File: src/rtl/commit_progress_monitor_if.sv
// Commit-side bus between the commit stage / run controller and commit_progress_monitor.
// The controller side drives run control and per-lane commit info; the monitor returns run statistics.
interface commit_progress_monitor_if #(
  parameter int COMMIT_WIDTH = 2,
  parameter int PC_WIDTH     = 32,
  parameter int CNT_WIDTH    = 32
);
  logic                             start;
  logic [CNT_WIDTH-1:0]             maxCycles;
  logic [PC_WIDTH-1:0]              pcGoal;
  logic                             goalEn;
  logic [COMMIT_WIDTH-1:0]          commit;
  logic [COMMIT_WIDTH-1:0]          commitMidZero;
  logic [COMMIT_WIDTH*PC_WIDTH-1:0] commitPc;
  logic                             ack;

  logic                             running;
  logic                             done;
  logic [1:0]                       doneCause;
  logic [CNT_WIDTH-1:0]             cycleCount;
  logic [CNT_WIDTH-1:0]             microOpCount;
  logic [CNT_WIDTH-1:0]             riscvOpCount;
  logic [PC_WIDTH-1:0]              lastCommittedPc;

  modport master (
    output start, maxCycles, pcGoal, goalEn, commit, commitMidZero, commitPc, ack,
    input  running, done, doneCause, cycleCount, microOpCount, riscvOpCount, lastCommittedPc
  );

  modport slave (
    input  start, maxCycles, pcGoal, goalEn, commit, commitMidZero, commitPc, ack,
    output running, done, doneCause, cycleCount, microOpCount, riscvOpCount, lastCommittedPc
  );
endinterface

File: src/rtl/commit_progress_monitor.sv
// Run monitor on the commit side: counts cycles / micro-ops / RISC-V ops and ends a run on goal PC,
// cycle budget or commit starvation. Hang detection is built only when RSD_COMMIT_MONITOR_HANG_DETECT_EN is defined.
module commit_progress_monitor #(
  parameter int COMMIT_WIDTH   = 2,
  parameter int PC_WIDTH       = 32,
  parameter int CNT_WIDTH      = 32,
  parameter int GOAL_CMP_WIDTH = 16,
  parameter int HANG_CYCLES    = 4096
) (
  input logic                    clk,
  input logic                    rstOut,
  commit_progress_monitor_if.slave mon
);

  typedef enum logic [1:0] {
    ST_IDLE = 2'b00,
    ST_RUN  = 2'b01,
    ST_DONE = 2'b10
  } state_e;

  localparam logic [1:0]           CAUSE_NONE    = 2'd0;
  localparam logic [1:0]           CAUSE_GOAL    = 2'd1;
  localparam logic [1:0]           CAUSE_TIMEOUT = 2'd2;
  localparam logic [1:0]           CAUSE_HANG    = 2'd3;
  localparam logic [CNT_WIDTH-1:0] CNT_ONE       = CNT_WIDTH'(1'b1);

  function automatic logic [CNT_WIDTH-1:0] popcount(input logic [COMMIT_WIDTH-1:0] v);
    logic [CNT_WIDTH-1:0] n;
    n = '0;
    for (int i = 0; i < COMMIT_WIDTH; i++) begin
      n = n + CNT_WIDTH'(v[i]);
    end
    return n;
  endfunction

  // Counters stick at all-ones instead of wrapping.
  function automatic logic [CNT_WIDTH-1:0] sat_add(input logic [CNT_WIDTH-1:0] a,
                                                    input logic [CNT_WIDTH-1:0] b);
    logic [CNT_WIDTH:0] s;
    s = {1'b0, a} + {1'b0, b};
    if (s[CNT_WIDTH]) begin
      return '1;
    end else begin
      return s[CNT_WIDTH-1:0];
    end
  endfunction

  state_e                    state_q, state_d;
  logic                      running_q, running_d;
  logic                      done_q, done_d;
  logic [1:0]                cause_q, cause_d;
  logic [CNT_WIDTH-1:0]      cycle_q, cycle_d;
  logic [CNT_WIDTH-1:0]      uop_q, uop_d;
  logic [CNT_WIDTH-1:0]      rvop_q, rvop_d;
  logic [PC_WIDTH-1:0]       last_pc_q, last_pc_d;
  logic [CNT_WIDTH-1:0]      max_cycles_q, max_cycles_d;
  logic [GOAL_CMP_WIDTH-1:0] goal_q, goal_d;
  logic                      goal_en_q, goal_en_d;

`ifdef RSD_COMMIT_MONITOR_HANG_DETECT_EN
  localparam int IDLE_W = $clog2(HANG_CYCLES + 1);
  logic [IDLE_W-1:0] idle_q, idle_d;
`endif

  logic                any_commit_s;
  logic                goal_hit_s;
  logic [PC_WIDTH-1:0] lane_pc_s;
  logic [PC_WIDTH-1:0] top_lane_pc_s;
  logic                goal_s;
  logic                timeout_s;
  logic                hang_s;

  assign any_commit_s = |mon.commit;

  // Per-lane decode: PC of the highest committing lane and goal match on any committing lane.
  always_comb begin
    lane_pc_s     = '0;
    top_lane_pc_s = '0;
    goal_hit_s    = 1'b0;
    for (int i = 0; i < COMMIT_WIDTH; i++) begin
      lane_pc_s = mon.commitPc[i*PC_WIDTH +: PC_WIDTH];
      if (mon.commit[i]) begin
        top_lane_pc_s = lane_pc_s;
        goal_hit_s    = goal_hit_s | (lane_pc_s[GOAL_CMP_WIDTH-1:0] == goal_q);
      end else begin
        goal_hit_s    = goal_hit_s;
      end
    end
  end

  // Run FSM next-state, counter updates and termination priority.
  always_comb begin
    state_d      = state_q;
    running_d    = running_q;
    done_d       = done_q;
    cause_d      = cause_q;
    cycle_d      = cycle_q;
    uop_d        = uop_q;
    rvop_d       = rvop_q;
    last_pc_d    = last_pc_q;
    max_cycles_d = max_cycles_q;
    goal_d       = goal_q;
    goal_en_d    = goal_en_q;
    goal_s       = 1'b0;
    timeout_s    = 1'b0;
    hang_s       = 1'b0;
`ifdef RSD_COMMIT_MONITOR_HANG_DETECT_EN
    idle_d       = idle_q;
`endif

    case (state_q)
      ST_IDLE: begin
        if (mon.start) begin
          state_d      = ST_RUN;
          running_d    = 1'b1;
          done_d       = 1'b0;
          cause_d      = CAUSE_NONE;
          cycle_d      = '0;
          uop_d        = '0;
          rvop_d       = '0;
          last_pc_d    = '0;
          max_cycles_d = mon.maxCycles;
          goal_d       = mon.pcGoal[GOAL_CMP_WIDTH-1:0];
          goal_en_d    = mon.goalEn;
`ifdef RSD_COMMIT_MONITOR_HANG_DETECT_EN
          idle_d       = '0;
`endif
        end else begin
          state_d      = ST_IDLE;
        end
      end

      ST_RUN: begin
        cycle_d = sat_add(cycle_q, CNT_ONE);
        uop_d   = sat_add(uop_q, popcount(mon.commit));
        rvop_d  = sat_add(rvop_q, popcount(mon.commit & mon.commitMidZero));
        if (any_commit_s) begin
          last_pc_d = top_lane_pc_s;
        end else begin
          last_pc_d = last_pc_q;
        end
`ifdef RSD_COMMIT_MONITOR_HANG_DETECT_EN
        if (any_commit_s) begin
          idle_d = '0;
        end else begin
          idle_d = idle_q + IDLE_W'(1'b1);
        end
        hang_s = (idle_d == IDLE_W'(HANG_CYCLES));
`endif
        goal_s    = goal_en_q & goal_hit_s;
        // Timeout compares the already-incremented count so the budget cycle itself is counted.
        timeout_s = (max_cycles_q != '0) && (cycle_d == max_cycles_q);
        if (goal_s) begin
          state_d = ST_DONE;
          cause_d = CAUSE_GOAL;
        end else if (timeout_s) begin
          state_d = ST_DONE;
          cause_d = CAUSE_TIMEOUT;
        end else if (hang_s) begin
          state_d = ST_DONE;
          cause_d = CAUSE_HANG;
        end else begin
          state_d = ST_RUN;
        end
        running_d = (state_d == ST_RUN);
        done_d    = (state_d == ST_DONE);
      end

      ST_DONE: begin
        if (mon.ack) begin
          state_d = ST_IDLE;
          done_d  = 1'b0;
        end else begin
          state_d = ST_DONE;
        end
      end

      default: begin
        state_d   = ST_IDLE;
        running_d = 1'b0;
        done_d    = 1'b0;
      end
    endcase
  end

  // State and result registers, cleared asynchronously by rstOut.
  always_ff @(posedge clk or negedge rstOut) begin
    if (!rstOut) begin
      state_q      <= ST_IDLE;
      running_q    <= 1'b0;
      done_q       <= 1'b0;
      cause_q      <= CAUSE_NONE;
      cycle_q      <= '0;
      uop_q        <= '0;
      rvop_q       <= '0;
      last_pc_q    <= '0;
      max_cycles_q <= '0;
      goal_q       <= '0;
      goal_en_q    <= 1'b0;
    end else begin
      state_q      <= state_d;
      running_q    <= running_d;
      done_q       <= done_d;
      cause_q      <= cause_d;
      cycle_q      <= cycle_d;
      uop_q        <= uop_d;
      rvop_q       <= rvop_d;
      last_pc_q    <= last_pc_d;
      max_cycles_q <= max_cycles_d;
      goal_q       <= goal_d;
      goal_en_q    <= goal_en_d;
    end
  end

`ifdef RSD_COMMIT_MONITOR_HANG_DETECT_EN
  // Consecutive commit-free RUN cycles.
  always_ff @(posedge clk or negedge rstOut) begin
    if (!rstOut) begin
      idle_q <= '0;
    end else begin
      idle_q <= idle_d;
    end
  end
`endif

  assign mon.running         = running_q;
  assign mon.done            = done_q;
  assign mon.doneCause       = cause_q;
  assign mon.cycleCount      = cycle_q;
  assign mon.microOpCount    = uop_q;
  assign mon.riscvOpCount    = rvop_q;
  assign mon.lastCommittedPc = last_pc_q;

endmodule

File: src/flat_wrapper.sv
// flat-port wrapper written by rule: the top's interface ports become plain ports
module commit_progress_monitor_flat 
#(
  parameter int COMMIT_WIDTH   = 2,
  parameter int PC_WIDTH       = 32,
  parameter int CNT_WIDTH      = 32,
  parameter int GOAL_CMP_WIDTH = 16,
  parameter int HANG_CYCLES    = 4096
)
  (clk, rstOut, mon_start, mon_maxCycles, mon_pcGoal, mon_goalEn, mon_commit, mon_commitMidZero, mon_commitPc, mon_ack, mon_running, mon_done, mon_doneCause, mon_cycleCount, mon_microOpCount, mon_riscvOpCount, mon_lastCommittedPc);
  commit_progress_monitor_if #(.COMMIT_WIDTH(COMMIT_WIDTH), .PC_WIDTH(PC_WIDTH), .CNT_WIDTH(CNT_WIDTH)) mon_i ();
  input logic clk;
  input logic rstOut;
  input wire logic [$bits(mon_i.start)-1:0] mon_start;
  input wire logic [$bits(mon_i.maxCycles)-1:0] mon_maxCycles;
  input wire logic [$bits(mon_i.pcGoal)-1:0] mon_pcGoal;
  input wire logic [$bits(mon_i.goalEn)-1:0] mon_goalEn;
  input wire logic [$bits(mon_i.commit)-1:0] mon_commit;
  input wire logic [$bits(mon_i.commitMidZero)-1:0] mon_commitMidZero;
  input wire logic [$bits(mon_i.commitPc)-1:0] mon_commitPc;
  input wire logic [$bits(mon_i.ack)-1:0] mon_ack;
  output wire logic [$bits(mon_i.running)-1:0] mon_running;
  output wire logic [$bits(mon_i.done)-1:0] mon_done;
  output wire logic [$bits(mon_i.doneCause)-1:0] mon_doneCause;
  output wire logic [$bits(mon_i.cycleCount)-1:0] mon_cycleCount;
  output wire logic [$bits(mon_i.microOpCount)-1:0] mon_microOpCount;
  output wire logic [$bits(mon_i.riscvOpCount)-1:0] mon_riscvOpCount;
  output wire logic [$bits(mon_i.lastCommittedPc)-1:0] mon_lastCommittedPc;
  assign mon_i.start = mon_start;
  assign mon_i.maxCycles = mon_maxCycles;
  assign mon_i.pcGoal = mon_pcGoal;
  assign mon_i.goalEn = mon_goalEn;
  assign mon_i.commit = mon_commit;
  assign mon_i.commitMidZero = mon_commitMidZero;
  assign mon_i.commitPc = mon_commitPc;
  assign mon_i.ack = mon_ack;
  assign mon_running = mon_i.running;
  assign mon_done = mon_i.done;
  assign mon_doneCause = mon_i.doneCause;
  assign mon_cycleCount = mon_i.cycleCount;
  assign mon_microOpCount = mon_i.microOpCount;
  assign mon_riscvOpCount = mon_i.riscvOpCount;
  assign mon_lastCommittedPc = mon_i.lastCommittedPc;
  commit_progress_monitor #(.COMMIT_WIDTH(COMMIT_WIDTH), .PC_WIDTH(PC_WIDTH), .CNT_WIDTH(CNT_WIDTH), .GOAL_CMP_WIDTH(GOAL_CMP_WIDTH), .HANG_CYCLES(HANG_CYCLES)) u_core (.clk(clk), .rstOut(rstOut), .mon(mon_i));
endmodule
File: config.mk
export PLATFORM = sky130hd
export DESIGN_NAME = commit_progress_monitor_flat
export DESIGN_NICKNAME = d
export VERILOG_FILES = /design/src/rtl/commit_progress_monitor_if.sv /design/src/rtl/commit_progress_monitor.sv /design/src/flat_wrapper.sv
export SDC_FILE = /design/constraint.sdc
export NUM_CORES = 1
export LEC_CHECK = 0
export ABC_AREA = 1
export BUFFER_PORTS_ARGS = -buffer_cell sky130_fd_sc_hd__clkbuf_2
export CAP_MARGIN = 20
export CORE_MARGIN = 3
export CORE_UTILIZATION = 40
export DETAILED_ROUTE_END_ITERATION = 8
export PLACE_DENSITY = 0.73
export SKIP_CTS_REPAIR_TIMING = 1
export SYNTH_ARGS = -nofsm -noshare
export SYNTH_HDL_FRONTEND = slang
export SYNTH_SLANG_ARGS = --single-unit
File: constraint.sdc
create_clock -name clk -period 2.5 [get_ports clk]
set_clock_uncertainty 0.2 [all_clocks]
set_input_delay 0.625 -clock clk [delete_from_list [all_inputs] [get_ports clk]]
set_output_delay 0.625 -clock clk [all_outputs]
set_load 0.05 [all_outputs]
==> Word level (Yosys, flattened, before mapping) <==
Cells that the tools add are included.
{ "totals": {"ff_bits": 183, "inputBits": 137, "output_inout_bits": 132, "elab_cells": 71} }
{ "classes": {"addsub": 5, "n_eq_ne": 11, "mux": 29, "n_bitwise": 4, "reduce_logical": 11} }
{ "op_table": {"columns": ["op", "count"], "rows": [
  ["32-bit two-way mux", 8],
  ["32-bit case mux with 2 select lines", 4],
  ["32-bit by 32-bit adder with 33-bit output", 2],
  ["32-bit by 1-bit adder with 33-bit output (second input constant)", 1],
  ["16-bit equality test", 2],
  ["32-bit equality test", 1],
  ["32-bit nonzero test", 1],
  ["2-bit two-way mux", 7],
  ["2-bit AND reduction", 4],
  ["1-bit two-way mux", 6],
  ["1-bit case mux with 3 select lines", 2],
  ["2-bit case mux with 3 select lines", 1],
  ["3-bit AND reduction", 2],
  ["1-bit by 1-bit adder with 2-bit output", 2],
  ["2-bit by 1-bit equality test with 1-bit output (second input constant)", 2],
  ["2-bit equality test (second input constant)", 2],
  ["2-bit inequality test (second input constant)", 2],
  ["2-bit case mux with 2 select lines", 1],
  ["3-bit by 1-bit inequality test with 1-bit output (second input constant)", 1],
  ["2-bit bitwise AND", 1],
  ["2-bit logical NOT", 1],
  ["2-bit by 1-bit inequality test with 1-bit output (second input constant)", 1],
  ["2-bit nonzero test", 1],
  ["2-bit OR reduction", 1],
  ["other kinds (4)", 4]
]} }

==> Logic depth before layout (Yosys ltp) <==
{ "logic_depth": {"word_depth": 10, "depth_mapped": 20, "mapped_depth_nobuf": 20} }

==> Worst setup path before layout <==
Ideal clock, no wire load.
{ "synth_timing": {"path_type": "input -> register", "startpoint": "in mon_commit[1]", "endpoint": "reg u_core.rvop_q[19] (netlist: u_core.mon.riscvOpCount[19])", "setup_time_ns": 0.083, "arrival_ns": 3.300, "required_ns": 2.217, "setup_slack_ns": -1.083, "stages": 17, "path_buffers": 2, "cell_sequence": "clkbuf_1 -> clkbuf_1 -> nand2_1 -> inv_1 -> ha_1 -> ha_1 -> inv_1 -> fa_1 -> nor3_2 -> nand2_1 -> nor4_4 -> nand4_1 -> nor2_1 -> inv_1 -> o21ai_0 -> o21ai_0 -> o21ai_0"} }
{ "synth_via": {"elab_chain_len": 5} }
{ "synth_lines": {"columns": ["element", "line", "rtl"], "rows": [
  ["from (decl)", "flat_wrapper.sv:18", "input wire logic [$bits(mon_i.commit)-1:0] mon_commit;"],
  ["2-bit bitwise AND", "commit_progress_monitor.sv:136", "rvop_d = sat_add(rvop_q, popcount(mon.commit & mon.commitMidZero));"],
  ["1-bit by 1-bit adder with 2-bit output", "commit_progress_monitor.sv:31", "n = n + CNT_WIDTH'(v[i]);"],
  ["32-bit by 32-bit adder with 33-bit output", "commit_progress_monitor.sv:40", "s = {1'b0, a} + {1'b0, b};"],
  ["32-bit two-way mux", "commit_progress_monitor.sv:41", "if (s[CNT_WIDTH]) begin"],
  ["32-bit case mux with 2 select lines", "commit_progress_monitor.sv:111", "case (state_q)"],
  ["to (signal assigned)", "commit_progress_monitor.sv:207", "rvop_q <= rvop_d;"],
  ["to (decl)", "commit_progress_monitor.sv:54", "logic [CNT_WIDTH-1:0] rvop_q, rvop_d;"]
]} }
Every way passes these cells.
A chain may end at the register's enable or synchronous reset.

==> Worst setup path in the final report <==
{ "layout_timing": {"startpoint": "in mon_commit[1]", "endpoint": "reg u_core.uop_q[24] (netlist: u_core.mon.microOpCount[24])"} }
{ "layout_via": {"elab_chain_len": 4} }
{ "layout_lines": {"columns": ["element", "line", "rtl"], "rows": [
  ["1-bit by 1-bit adder with 2-bit output", "commit_progress_monitor.sv:31", null],
  ["32-bit by 32-bit adder with 33-bit output", "commit_progress_monitor.sv:40", null],
  ["32-bit two-way mux", "commit_progress_monitor.sv:41", null],
  ["32-bit case mux with 2 select lines", "commit_progress_monitor.sv:111", null],
  ["to (signal assigned)", "commit_progress_monitor.sv:206", "uop_q <= uop_d;"],
  ["to (decl)", "commit_progress_monitor.sv:53", "logic [CNT_WIDTH-1:0] uop_q, uop_d;"]
]} }
Every way passes these cells.

==> summary.md <==
| Metric | Value |
|---|---|
| First-pass GRT wire length | 56.88 mm |
| Slew Limit Fails | 0 |
| Io pins | 269 |
| Failing checks | negative setup slack |
| FP Rows | 60 |
| Fmax | 0.3430 GHz |
| Longest Clk Path Bufs | 2 |
| Post-synth EDFFs | 0 |
| # setup viols final | 70 |
| Yosys reg bits | 183 |
| Die footprint | 29500 µm² |
| Startpoint types | input pin |
| Area Growth Syn to Fin | 35.77% |
| 1st-pass router iterations | 6 |
| R2R Setup Slk | -0.29 ns |
| Largest family of logic cells by synthesized area | simple AND/OR/NAND/NOR gates |
| Worst EP required | 2.61 ns |
| VDD IR-drop max | 0.5042 mV |
| Post-layout util | 55.37% |
| Initial DRC count | 752 |
| Synthesized cell area | 10990 µm² |
| Layout cells sized above 1 | 32.69% |
| Fin area | 14920 µm² |
| # DRC | 0 |
| Synth warn | 0 |
| Max_cap viols | 0 |
| Fin nets | 2012 |
| RSZ-0062 raised after global routing | yes |
| CP arrival | 3.03 ns |
| Fin crit period | 2.916 ns |
| Clock transition at the registers of the reported paths | 0.08 ns |
| CP max FO | 4 |
| DRT Wirelength | 36.84 mm |
| Fin Setup TNS | -17.66 ns |
| # port buffers | 252 |
| Area share of xor/xnor cells in the synthesized design | 5.328% |
| Worst Setup Slack post-DPL | -0.9195 ns |
| Later-pin clock latency in the skew report | 0.44 ns |
| Top cell type's share of synthesized area | 41.67% |
| Leak | 7.430 nW |
| PwrDens | 831.1 nW/µm² |
| Chip height | 171.8 µm |
| Area leader, netlist | dfrtp_1 |
| Avg Inst Size Synth | 7.487 µm² |
| Routed vias/inst | 5.291 |
| Clock root buffer | clkbuf_16 |
| Synth area leaders | dfrtp_1 (42%), nand2_1 (11%), o21ai_0 (8.1%) |
| Die W | 171.8 µm |
| Tcrit/Tclk final | 116.6% |
| Avg WL per Cell | 16.60 µm |
| Synth Instances | 1468 |
| Setup crit end kind | flop |
| Synth async-reset ratio | 100.0% |
| Top_reg_cell synth | dfrtp_1 |
| Compound-Gate Fraction of Synth Area | 14.30% |
| Status | finished, violations left |
| Post-synthesis mux area share | 1.332% |
| Critical path class | input pin to flop |
| RD Place Congestion | 0.9107 |
| H-tree levels | 4 |
| Hold violation count in the final report | 0 |
| Rel. slew slack | 58.56% |
| Vias in the first global route | 11210 |
| Clock sink total | 183 |
| Seq/Total Area, Yosys | 41.67% |
| Slew @ Worst Pin | 0.6216 ns |
| Total number of vias | 11750 |
| Fillers | 2496 |
| Detail Placement HPWL | 26.78 mm |
| Syn nets | 1615 |
| Gr ovfl total | 0 |
| PnR worst setup slack | -0.4158 ns |
| CTS Buf Count | 17 |
| Placed Cells | 2170 |
| TritonCTS clock tree | built |
| Detail Route Antenna Nets | 0 |
| Post-Synth Adder-Cell Area | 1.275% |
| Fin cells | 2220 |
| GRT Total Usage | 24.06% |
| Core Region | 26950 µm² |
| Largest net degree at the start of global routing | 81 |
| Synth cell types | 50 |
| Initial antenna violation count | 3 |
| Simple-gate share of the synthesized area | 28.16% |
| Placed Instance Area | 13900 µm² |
| Hold Path Depth | 2 |
| Initial core utilization | 40.78% |
| Reg2Reg Depth | 19 |
| Worst Hold Class | input pin to flop |
==> layer usage <==
metal	track usage (%)	share of wire [%]	vias up
met2	40.73	49	441
li1	-	-	5662
met4	7.324	2.2	4
met1	31.22	42	5581
met3	4.849	6.2	59
met5	0	0.060	-
==> layout make-up <==
type	count	area, µm²	area share (%)
inverter	169	641.9	4.302
sequential	183	4612	30.91
multi-input combinational	1063	5887	39.45
timing repair buffer	429	2730	18.30
antenna	1	2.502	0.01677
clock buffer	19	442.9	2.968
clock inverter	13	165.2	1.107
tap	341	426.7	2.859
timing repair inverter	2	13.76	0.09224
==> flip-flops by register name (all words and copies together) (netlist names) <==
register,flops
u_core.mon.microOpCount,32
u_core.mon.running,1
u_core.mon.lastCommittedPc,32
u_core.max_cycles_q,32
u_core.state_q,2
u_core.mon.doneCause,2
u_core.goal_en_q,1
u_core.mon.riscvOpCount,32
u_core.mon.done,1
u_core.goal_q,16
u_core.mon.cycleCount,32
==> where the power goes <==
group	switching (mW)	internal, mW
Clock	1.32	1.54
Combinational	3.37	1.79
Sequential	0.657	3.72
Total	5.35	7.06
==> critical path: stages <==
cell	delay, ns
buf_8	0.09
inv_1	0.07
ha_4	0.28
ha_4	0.12
inv_2	0.03
fa_2	0.37
nor3_4	0.20
nand4_2	0.16
nor2_4	0.17
nand4_1	0.21
buf_4	0.21
buf_4	0.13
o31ai_1	0.22
o21ai_0	0.14
==> Yosys cell counts (2+ instances only) <==
cell type  number
a211oi_1        2
a21oi_1        48
a22o_1          6
a22oi_1        31
a31oi_1         2
buf_1           6
buf_6           4
clkbuf_1       42
dfrtp_1       183
fa_1            2
ha_1            8
inv_1         164
inv_2           4
mux2_2         13
nand2_1       328
nand2_2         9
nand2_4         4
nand3_1       103
nand3b_1        3
nand4_1        25
nor2_1        139
nor2_2         10
nor2_4          5
nor3_1         23
nor3_2          3
nor3b_1         3
nor4_1         19
o2111ai_1       2
o211ai_1        4
o21ai_0       178
o21ai_1         2
o22ai_1         6
o31ai_1         2
or2_2           5
or4_1           2
xnor2_1        10
xor2_1         55
==> per-stage QoR <==
| step | power (mW) | hold WS, ns |
|---|---|---|
| detailed placement | 9.423 | 0.2731 |
| finish | 12.40 | 0.2064 |
| global route | 13.15 | 0.2052 |
| global placement | 9.314 | 0.2604 |
| floorplan | 7.654 | 0.1294 |
| CTS | 12.32 | -0.07281 |
==> placed cells by master (no fill, tap or decap), types with 31 or more instances in the layout <==
| cell type | instances |
|---|---|
| o21ai_0 | 130 |
| nor2_1 | 118 |
| a22oi_1 | 31 |
| a21oi_1 | 47 |
| o21ai_1 | 46 |
| dfrtp_1 | 157 |
| clkbuf_2 | 249 |
| xor2_1 | 55 |
| nand3_1 | 98 |
| nand2_1 | 313 |
| buf_4 | 162 |
| inv_1 | 157 |
==> worst paths after layout <==
check | endpoint | start
setup / recovery | u_core.mon.microOpCount[24] | mon_commit[1]
hold / removal | u_core.max_cycles_q[23] | mon_maxCycles[23]
setup reg to reg | u_core.mon.doneCause[1] | u_core.mon.cycleCount[0]
hold reg to reg | u_core.mon.doneCause[0] | u_core.mon.doneCause[0]
max in group asynchronous | u_core.mon.cycleCount[13] | rstOut
min in group asynchronous | u_core.mon.riscvOpCount[21] | rstOut
==> cells by family (layout without fill, tap and decap cells) <==
logic type | count (synthesis) | after routing
and+or+nand+nor | 688 | 689
AOI/OAI and AO/OA | 285 | 285
adders and majority gates | 10 | 10
DFF | 183 | 183
other | 0 | 1
buffers and inverters | 223 | 632
xor gates and xnor gates | 66 | 66
muxes | 13 | 13
(Power assumes the default switching activity.)
